--- config.mk ---
export PLATFORM = sky130hd
export DESIGN_NAME = accumulator_stream_framer
export DESIGN_NICKNAME = d
export VERILOG_FILES = /design/src/rtl/accumulator_stream_framer.sv
export SDC_FILE = /design/constraint.sdc
export NUM_CORES = 1
export LEC_CHECK = 0
export BUFFER_PORTS_ARGS = -buffer_cell sky130_fd_sc_hd__buf_4
export CAP_MARGIN = 25
export CORE_AREA = 3 3 180 182
export DETAILED_ROUTE_END_ITERATION = 6
export DIE_AREA = 0 0 183 185
export GPL_ROUTABILITY_DRIVEN = 0
export PLACE_DENSITY = 0.75
export SETUP_SLACK_MARGIN = 0.15
export SLEW_MARGIN = 20
export SYNTH_ARGS = -nofsm -noshare
export SYNTH_HDL_FRONTEND = slang
export SYNTH_SLANG_ARGS = --single-unit
--- constraint.sdc ---
create_clock -name clkIn -period 4.2 [get_ports clkIn]
set_clock_uncertainty 0.05 [all_clocks]
set_input_delay 0.21 -clock clkIn [delete_from_list [all_inputs] [get_ports clkIn]]
set_output_delay 0.21 -clock clkIn [all_outputs]
set_load 0.01 [all_outputs]
--- src/rtl/accumulator_stream_framer.sv ---
// accumulator_stream_framer
// Slices an upstream element stream into vectors for floating_point_accumulator
// and buffers the returned per-vector sums in a small result FIFO. A vector is
// only started once a FIFO slot is reserved for its sum, because the
// accumulator cannot be backpressured.
// Optional build macro: ACC_FRAMER_ERR_EN enables the sticky errOut checks.
//
// state    | meaning
// ---------+------------------------------------------------------------
// S_IDLE   | waiting for a start with non-zero length and count
// S_STREAM | accepting elements and forwarding them to the accumulator
// S_DRAIN  | all vectors issued; waiting for every result to be popped
module accumulator_stream_framer #(
  parameter int DATA_WIDTH = 32,
  parameter int LEN_WIDTH  = 16,
  parameter int CNT_WIDTH  = 16,
  parameter int FIFO_DEPTH = 8
) (
  input  logic                  clkIn,
  input  logic                  rstIn,
  input  logic                  startIn,
  input  logic [LEN_WIDTH-1:0]  lengthIn,
  input  logic [CNT_WIDTH-1:0]  countIn,
  input  logic [DATA_WIDTH-1:0] dataIn,
  input  logic                  validIn,
  output logic                  readyOut,
  output logic [DATA_WIDTH-1:0] accDataOut,
  output logic                  accValidOut,
  output logic                  accLastOut,
  input  logic [DATA_WIDTH-1:0] accResultIn,
  input  logic                  accResultValidIn,
  output logic [DATA_WIDTH-1:0] resultDataOut,
  output logic                  resultValidOut,
  input  logic                  resultReadyIn,
  output logic                  busyOut,
  output logic                  doneOut,
  output logic                  errOut
);

  localparam int PTR_W = $clog2(FIFO_DEPTH);
  localparam int CRD_W = PTR_W + 1;
  localparam logic [CRD_W-1:0]     CRD_FULL = CRD_W'(FIFO_DEPTH);
  localparam logic [CRD_W-1:0]     CRD_ONE  = CRD_W'(1);
  localparam logic [PTR_W-1:0]     PTR_ONE  = PTR_W'(1);
  localparam logic [LEN_WIDTH-1:0] LEN_ONE  = LEN_WIDTH'(1);
  localparam logic [CNT_WIDTH-1:0] CNT_ONE  = CNT_WIDTH'(1);

  typedef enum logic [1:0] {
    S_IDLE   = 2'd0,
    S_STREAM = 2'd1,
    S_DRAIN  = 2'd2
  } state_t;

  state_t r_state;
  state_t w_next_state;

  logic [LEN_WIDTH-1:0]  r_length;
  logic [LEN_WIDTH-1:0]  r_elem_cnt;
  logic [CNT_WIDTH-1:0]  r_count;
  logic [CNT_WIDTH-1:0]  r_vec_cnt;
  logic [CNT_WIDTH-1:0]  r_issued_vec;
  logic [CRD_W-1:0]      r_reserved;

  logic [DATA_WIDTH-1:0] r_acc_data;
  logic                  r_acc_valid;
  logic                  r_acc_last;

  logic [DATA_WIDTH-1:0] r_mem [FIFO_DEPTH];
  logic [PTR_W-1:0]      r_wr_ptr;
  logic [PTR_W-1:0]      r_rd_ptr;
  logic [CRD_W-1:0]      r_fifo_cnt;

  logic w_start_ok;
  logic w_ready;
  logic w_xfer;
  logic w_elem_last;
  logic w_vec_first;
  logic w_job_last;
  logic w_fifo_full;
  logic w_fifo_empty;
  logic w_pop;
  logic w_push;
  logic w_drain_done;

  assign w_start_ok   = startIn && (lengthIn != '0) && (countIn != '0);
  // Stalls are only allowed between vectors: mid-vector the slot is already held.
  assign w_ready      = (r_state == S_STREAM) &&
                        ((r_elem_cnt != '0) || (r_reserved < CRD_FULL));
  assign w_xfer       = validIn && w_ready;
  assign w_elem_last  = (r_elem_cnt == (r_length - LEN_ONE));
  assign w_vec_first  = w_xfer && (r_elem_cnt == '0);
  assign w_job_last   = w_xfer && w_elem_last && (r_vec_cnt == (r_count - CNT_ONE));
  assign w_fifo_full  = (r_fifo_cnt == CRD_FULL);
  assign w_fifo_empty = (r_fifo_cnt == '0);
  assign w_pop        = !w_fifo_empty && resultReadyIn;
  assign w_push       = accResultValidIn && (!w_fifo_full || w_pop);
  assign w_drain_done = (r_state == S_DRAIN) && (r_reserved == '0) &&
                        (r_issued_vec == r_count);

  assign readyOut       = w_ready;
  assign accDataOut     = r_acc_data;
  assign accValidOut    = r_acc_valid;
  assign accLastOut     = r_acc_last;
  assign resultValidOut = !w_fifo_empty;
  assign resultDataOut  = w_fifo_empty ? '0 : r_mem[r_rd_ptr];
  assign busyOut        = (r_state != S_IDLE);
  assign doneOut        = w_drain_done;

  // State register.
  always_ff @(posedge clkIn or posedge rstIn) begin
    if (rstIn) r_state <= S_IDLE;
    else       r_state <= w_next_state;
  end

  // Next-state decode.
  always_comb begin
    w_next_state = r_state;
    case (r_state)
      S_IDLE:   if (w_start_ok)   w_next_state = S_STREAM;
      S_STREAM: if (w_job_last)   w_next_state = S_DRAIN;
      S_DRAIN:  if (w_drain_done) w_next_state = S_IDLE;
      default:                    w_next_state = S_IDLE;
    endcase
  end

  // Job configuration and element/vector position counters.
  always_ff @(posedge clkIn or posedge rstIn) begin
    if (rstIn) begin
      r_length     <= '0;
      r_count      <= '0;
      r_elem_cnt   <= '0;
      r_vec_cnt    <= '0;
      r_issued_vec <= '0;
    end else if ((r_state == S_IDLE) && w_start_ok) begin
      r_length     <= lengthIn;
      r_count      <= countIn;
      r_elem_cnt   <= '0;
      r_vec_cnt    <= '0;
      r_issued_vec <= '0;
    end else if (w_xfer) begin
      if (w_elem_last) begin
        r_elem_cnt <= '0;
        r_vec_cnt  <= r_vec_cnt + CNT_ONE;
      end else begin
        r_elem_cnt <= r_elem_cnt + LEN_ONE;
      end
      if (r_elem_cnt == '0) r_issued_vec <= r_issued_vec + CNT_ONE;
    end
  end

  // FIFO credit: taken when a vector starts, returned when its sum is popped.
  // Saturates at zero so stray results popped outside a job cannot underflow it.
  always_ff @(posedge clkIn or posedge rstIn) begin
    if (rstIn) begin
      r_reserved <= '0;
    end else begin
      case ({w_vec_first, w_pop})
        2'b10:   r_reserved <= r_reserved + CRD_ONE;
        2'b01:   if (r_reserved != '0) r_reserved <= r_reserved - CRD_ONE;
        default: r_reserved <= r_reserved;
      endcase
    end
  end

  // Registered element path to the accumulator.
  always_ff @(posedge clkIn or posedge rstIn) begin
    if (rstIn) begin
      r_acc_data  <= '0;
      r_acc_valid <= 1'b0;
      r_acc_last  <= 1'b0;
    end else begin
      r_acc_valid <= w_xfer;
      r_acc_last  <= w_xfer && w_elem_last;
      if (w_xfer) r_acc_data <= dataIn;
    end
  end

  // Result storage; output is gated to zero when empty, so no reset needed here.
  always_ff @(posedge clkIn) begin
    if (w_push) r_mem[r_wr_ptr] <= accResultIn;
  end

  // Result FIFO pointers and occupancy.
  always_ff @(posedge clkIn or posedge rstIn) begin
    if (rstIn) begin
      r_wr_ptr   <= '0;
      r_rd_ptr   <= '0;
      r_fifo_cnt <= '0;
    end else begin
      if (w_push) r_wr_ptr <= r_wr_ptr + PTR_ONE;
      if (w_pop)  r_rd_ptr <= r_rd_ptr + PTR_ONE;
      case ({w_push, w_pop})
        2'b10:   r_fifo_cnt <= r_fifo_cnt + CRD_ONE;
        2'b01:   r_fifo_cnt <= r_fifo_cnt - CRD_ONE;
        default: r_fifo_cnt <= r_fifo_cnt;
      endcase
    end
  end

`ifdef ACC_FRAMER_ERR_EN
  logic [CNT_WIDTH-1:0] r_res_cnt;
  logic                 r_err;

  // Sticky error on overflow or on a result nobody asked for.
  always_ff @(posedge clkIn or posedge rstIn) begin
    if (rstIn) begin
      r_res_cnt <= '0;
      r_err     <= 1'b0;
    end else begin
      if ((r_state == S_IDLE) && w_start_ok) r_res_cnt <= '0;
      else if (accResultValidIn)             r_res_cnt <= r_res_cnt + CNT_ONE;
      if (accResultValidIn &&
          ((w_fifo_full && !w_pop) || (r_issued_vec == r_res_cnt)))
        r_err <= 1'b1;
    end
  end

  assign errOut = r_err;
`else
  assign errOut = 1'b0;
`endif

endmodule

After elaboration in Yosys (flattened, before gate mapping)

Memory sizes are Yosys's and may differ from the RTL's.
Index checks and enable logic that the tools add are counted.

Add/sub/neg operators: 11
Magnitude comparators: 1
Multiplexer cells: 19
Eq/ne operators: 14
Reduce and logical (&&, ||, !) cells: 34

Operators by type and width:

| cell                                               | number |
|---|---|
| 2-to-1 mux 16 bit                                  | 9 |
| adder 16 x 1 -> 16 bit, second input constant      | 3 |
| == test 16 bit                                     | 3 |
| nonzero test 16 bit                                | 3 |
| 2-to-1 mux 32 bit                                  | 1 |
| subtractor 16 x 1 -> 16 bit, second input constant | 2 |
| zero test 16 bit                                   | 1 |
| case mux 4 bit (2 select lines)                    | 2 |
| logical AND 1 bit                                  | 12 |
| nonzero test 2 bit                                 | 6 |
| adder 4 x 1 -> 4 bit, second input constant        | 2 |
| zero test 4 bit                                    | 2 |
| inequality test 2 bit, second input constant       | 4 |
| subtractor 4 x 1 -> 4 bit, second input constant   | 2 |
| adder 3 x 1 -> 3 bit, second input constant        | 2 |
| == test 2 x 1 -> 1 bit, second input constant      | 3 |
| == test 2 bit, second input constant               | 3 |
| 2-to-1 mux 2 bit                                   | 3 |
| case mux 2 bit (3 select lines)                    | 1 |
| AND reduction 2 bit                                | 3 |
| == test 4 bit, second input constant               | 1 |
| < comparator 4 bit, second input constant          | 1 |
| 2-to-1 mux 4 bit                                   | 1 |
| nonzero test 4 bit                                 | 1 |
| other kinds (5)                                    | 8 |

Input port bits: 102
Register bits: 130
Output and inout bits: 71
Bits in writable memories: 256
Memories: 1
Logic and storage cells: 93

Memories:

| memory | words | width | rd ports | clocked after Yosys merged registers in | wr ports | line | text |
|---|---|---|---|---|---|---|---|
| r_mem  | 8     | 32    | 1        | 0                                       | 1        | 68   | `logic [DATA_WIDTH-1:0] r_mem [FIFO_DEPTH];` |

Logic depth before layout (Yosys ltp)

Word-level depth: 8
Mapped depth: 14
Gate-level depth less buffers: 13

Worst setup path after synthesis

OpenSTA, ideal clock, no wires.

Path kind: register to register
Start point: register r_fifo_cnt[3]
End point: memory r_mem[0][0] (enable)
Path buffers: 0
Required time: 3.689 ns
Path slack: 0.577 ns
Data arrival time: 3.112 ns
Period minus slack after synthesis: 3.623 ns
Cell stages (with the launch flop): 5
Setup time: 0.461 ns
Cells stage by stage: dfrtp_1 nand2b_1 o41ai_1 or2_2 nor3_1

Cells in the longest elaborated chain, start to end: 7
Elaborated cells on any way between the ends: 9
Classes of those cells: 1 x eq/ne; 2 x mux; 6 x reduce/logical

RTL lines:

| element                                  | line | text |
|---|---|---|
| start, declared                          | 71   | `logic [CRD_W-1:0] r_fifo_cnt;` |
| start signal, assigned                   | 193  | `2'b10: r_fifo_cnt <= r_fifo_cnt + CRD_ONE;` |
| start signal, assigned                   | 194  | `2'b01: r_fifo_cnt <= r_fifo_cnt - CRD_ONE;` |
| start signal, assigned                   | 195  | `default: r_fifo_cnt <= r_fifo_cnt;` |
| zero test 4 bit                          | 94   | `assign w_fifo_empty = (r_fifo_cnt == '0);` |
| zero test 1 bit                          | 95   | `assign w_pop = !w_fifo_empty && resultReadyIn;` |
| logical AND 1 bit                        | 95   |  |
| logical OR 1 bit *                       | 96   | `assign w_push = accResultValidIn && (!w_fifo_full \|\| w_pop);` |
| logical AND 1 bit *                      | 96   |  |
| 2-to-1 mux 1 bit *                       | 180  | `if (w_push) r_mem[r_wr_ptr] <= accResultIn;` |
| 2-to-1 mux 1 bit (implied by the code) * | 180  |  |
| end, declared                            | 68   |  |

Every way passes the cells marked *; elsewhere a longest branch is shown, timed or not.

Worst setup path in the final report

Start point: register r_length[0]
End point: register r_vec_cnt[11]

Cells in the longest elaborated chain, start to end: 4

RTL lines:

| element                              | line | text |
|---|---|---|
| start, declared                      | 57   | `logic [LEN_WIDTH-1:0] r_length;` |
| start signal, assigned               | 135  | `r_length <= lengthIn;` |
| subtractor 16 x 1 -> 16 bit          | 90   | `assign w_elem_last = (r_elem_cnt == (r_length - LEN_ONE));` |
| == test 16 bit                       | 90   |  |
| nonzero test 2 bit (no source line)  | --   |  |
| AND reduction 2 bit (no source line) | --   |  |
| end signal, assigned                 | 143  | `r_vec_cnt <= r_vec_cnt + CNT_ONE;` |
| end, declared                        | 60   | `logic [CNT_WIDTH-1:0] r_vec_cnt;` |

No other way between the ends.
A chain may end at the register's enable or synchronous reset.

==> results.toml <==
[power]
comb_power_share_pct = 32.1
switchingPower_mw = 4.132
swShare_pct = 31.84
p_int_mw = 8.847
vdd.ir_drop.worst_mv = 0.4754
power.leakage_nw = 8.228
clkPwrFrac_pct = 26.3
cellPowerDensity_nw_per_um2 = 617.7
power_frac_seq_pct = 41.6

[placement]
hpwl_microns = 23550
post-place-ws_ns = 0.6767
portBuffers = 171

[timing]
period_minus_slack_ns = 3.584
rsz0062_at_grt = "false"
hold_violations = 0
final.period_utilization_pct = 85.33
fin_ws_ns = 0.6160
tightest_slew_ns = 0.8745
fmax_mhz = 279.0
setup_violations = 0
slew_violations = 0
holdWs_ns = 0.05325
slew_headroom_pct = 41.56
tns_ns = 0

[run]
drv_cap = 0

[grt]
grt_pass1_wl_microns = 60480
grt-ovfl-total = 0
antenna_found_initial = 0
gr-usage-all-layers_pct = 22.67
grt_pass1_vias = 11098
grt_max_degree = 131

[floorplanning]
boundaryPins = 173
die_w_microns = 183
coreArea_sq_um = 30750
start_util_pct = 55.23
fp.dieH_microns = 185
rows = 64
die_area_sq_um = 33860

[clock_network]
numCtsBuffers = 40
path_clk_slew_ns = 0.06
cts_root_buf = "clkbuf_16"
clock_latency_ns = 0.54
tritoncts = "built"
post_cts_buffers = 0
htreeDepth = 2
clock_tree.buffer_depth = 3
cts.sinks = 386
cts.repair.resized = 0
cts_hold_buf = 98

[finish]
n_antenna_cell = 0
multi_input_comb_area_sq_um = 5751
area_growth_pct = 23.72
n_fill_cell = 2095
seqCellArea_sq_um = 10950
layout_common_cells = "edfxtp_1 (256), buf_4 (189), nand2_1 (138), dfrtp_1 (127), dlygate4sd3_1 (98)"
layout_commonest_cell = "edfxtp_1"
drive_gt1_share_pct = 25.14
nets = 1569

[critical_path]
arrival_ns = 4.00
critPathKind = "reg -> reg"
critPathMaxFanout = 12
cp-start-kind = "register"
r2r_slack_ns = 0.62
worstPathRequired_ns = 4.61
end_kind = "register"

[synthesis]
synthArstFlopShare_pct = 33.68
yosys_warnings = 0
yosysSeqAreaShare_pct = 64.42
ys_ff_latch = 386
synth_flop_cell = "edfxtp_1"
synth_cells = 1182
synth_edf_count = 256
synth_fp_nets = 1298
yosysUniqueCellTypes = 69
syn_avg_cell_area_sq_um = 14.37
netlist_area_sq_um = 16980

[route]
drc = 0
drt_iter0_markers = 791
drt_wl_total_microns = 38430
vias = 10784
routedWlPerCell_microns = 20.48
drt_pass1_iterations = 5
viasPerCell = 5.748
ant_nets = 0

[outcome]
status = "finished clean"

[worst_hold_path]
hp-class = "in -> reg"
-- flip-flops by register name (all words and copies together), names as in the netlist, 16 cells and up --
register	count
r_issued_vec	16
r_length	16
accDataOut	32
r_mem	256
r_elem_cnt	16
r_count	16
r_vec_cnt	16
-- cells by family after synthesis --
family,share of synthesized area [%]
xor+xnor,4.538
simple gates,11.04
compound gates,3.338
other cells,0.02208
buf+inv,2.115
mux,13.40
fa+ha+maj,1.120
flops,64.42
-- final timing paths --
| path | endpoint | start | cells past startpoint |
|---|---|---|---|
| min in group asynchronous | accDataOut[9]$_DFFE_PP0P_ | rstIn | 4 |
| worst max register to register | r_vec_cnt[11]$_DFFE_PP0P_ | r_length[0]$_DFFE_PP0P_ | 10 |
| max in group asynchronous | r_rd_ptr[0]$_DFFE_PP0P_ | rstIn | 4 |
| worst max-delay path | r_vec_cnt[11]$_DFFE_PP0P_ | r_length[0]$_DFFE_PP0P_ | 10 |
| worst min register to register | accDataOut[27]$_DFFE_PP0P_ | accDataOut[27]$_DFFE_PP0P_ | 1 |
| worst min-delay path | r_wr_ptr[0]$_DFFE_PP0P_ | accResultValidIn | 5 |
-- worst max-delay path: stages, from the launching register on --
cell     delay [ns]
dfrtp_1        0.45
inv_1          0.10
ha_1           0.18
nor2b_1        0.53
nand2_1        0.15
or4_1          0.49
and3_4         0.21
nor4_4         0.35
nand4_2        0.35
or4_1          0.59
nand2_1        0.08
-- synthesized netlist by cell type, drive strengths merged (16+ instances only) --
| master | number | area [sq um] |
|---|---|---|
| edfxtp | 256 | 7687 |
| nand2 | 138 | 518.0 |
| dfrtp | 130 | 3253 |
| nor2 | 89 | 334.1 |
| mux4 | 64 | 1441 |
| xnor2 | 46 | 402.9 |
| clkbuf | 44 | 165.2 |
| mux2i | 44 | 440.4 |
| xor2 | 42 | 367.9 |
| mux2 | 35 | 394.1 |
| inv | 32 | 120.1 |
| nand3 | 28 | 157.7 |
| nor4 | 27 | 214.0 |
| o21ai | 19 | 95.09 |
| buf | 16 | 73.82 |
-- routing by layer --
metal  track usage (%)  vias to the layer above  part of all wire [%]
met5                 0                        -                     0
li1                  -                     4925                     -
met1             30.45                     5464                    41
met4             5.881                        0                   2.1
met3             3.712                       66                   5.8
met2             39.13                      329                    51
-- cell type report --
type,instances,area share [%]
Clock buffer,56,5.145
Clock inverter,13,0.8337
Inverter,32,0.5836
Multi-Input combinational cell,704,27.37
Sequential cell,386,52.10
Tap cell,396,2.358
Timing Repair Buffer,289,11.61
-- metrics by stage --
stage,cells,power (mW),util (%),area [sq um]
finish,1876,12.98,68.33,21010
global route,1876,13.66,68.33,21010
CTS,1876,13.08,68.32,21010
detailed placement,1709,9.566,61.04,18770
global placement,1709,9.428,61.04,18770
floorplan,1182,7.945,-,16980
-- power groups by stage --
stage	Combinational [mW]	Sequential, mW	Clock, mW
floorplan	2.78	5.16	0
global placement	4.00	5.42	0
detailed placement	4.10	5.46	0
CTS	4.20	5.40	3.49
global route	4.52	5.49	3.65
finish	4.17	5.40	3.41
Note: power is estimated with default switching activity, not from simulation.
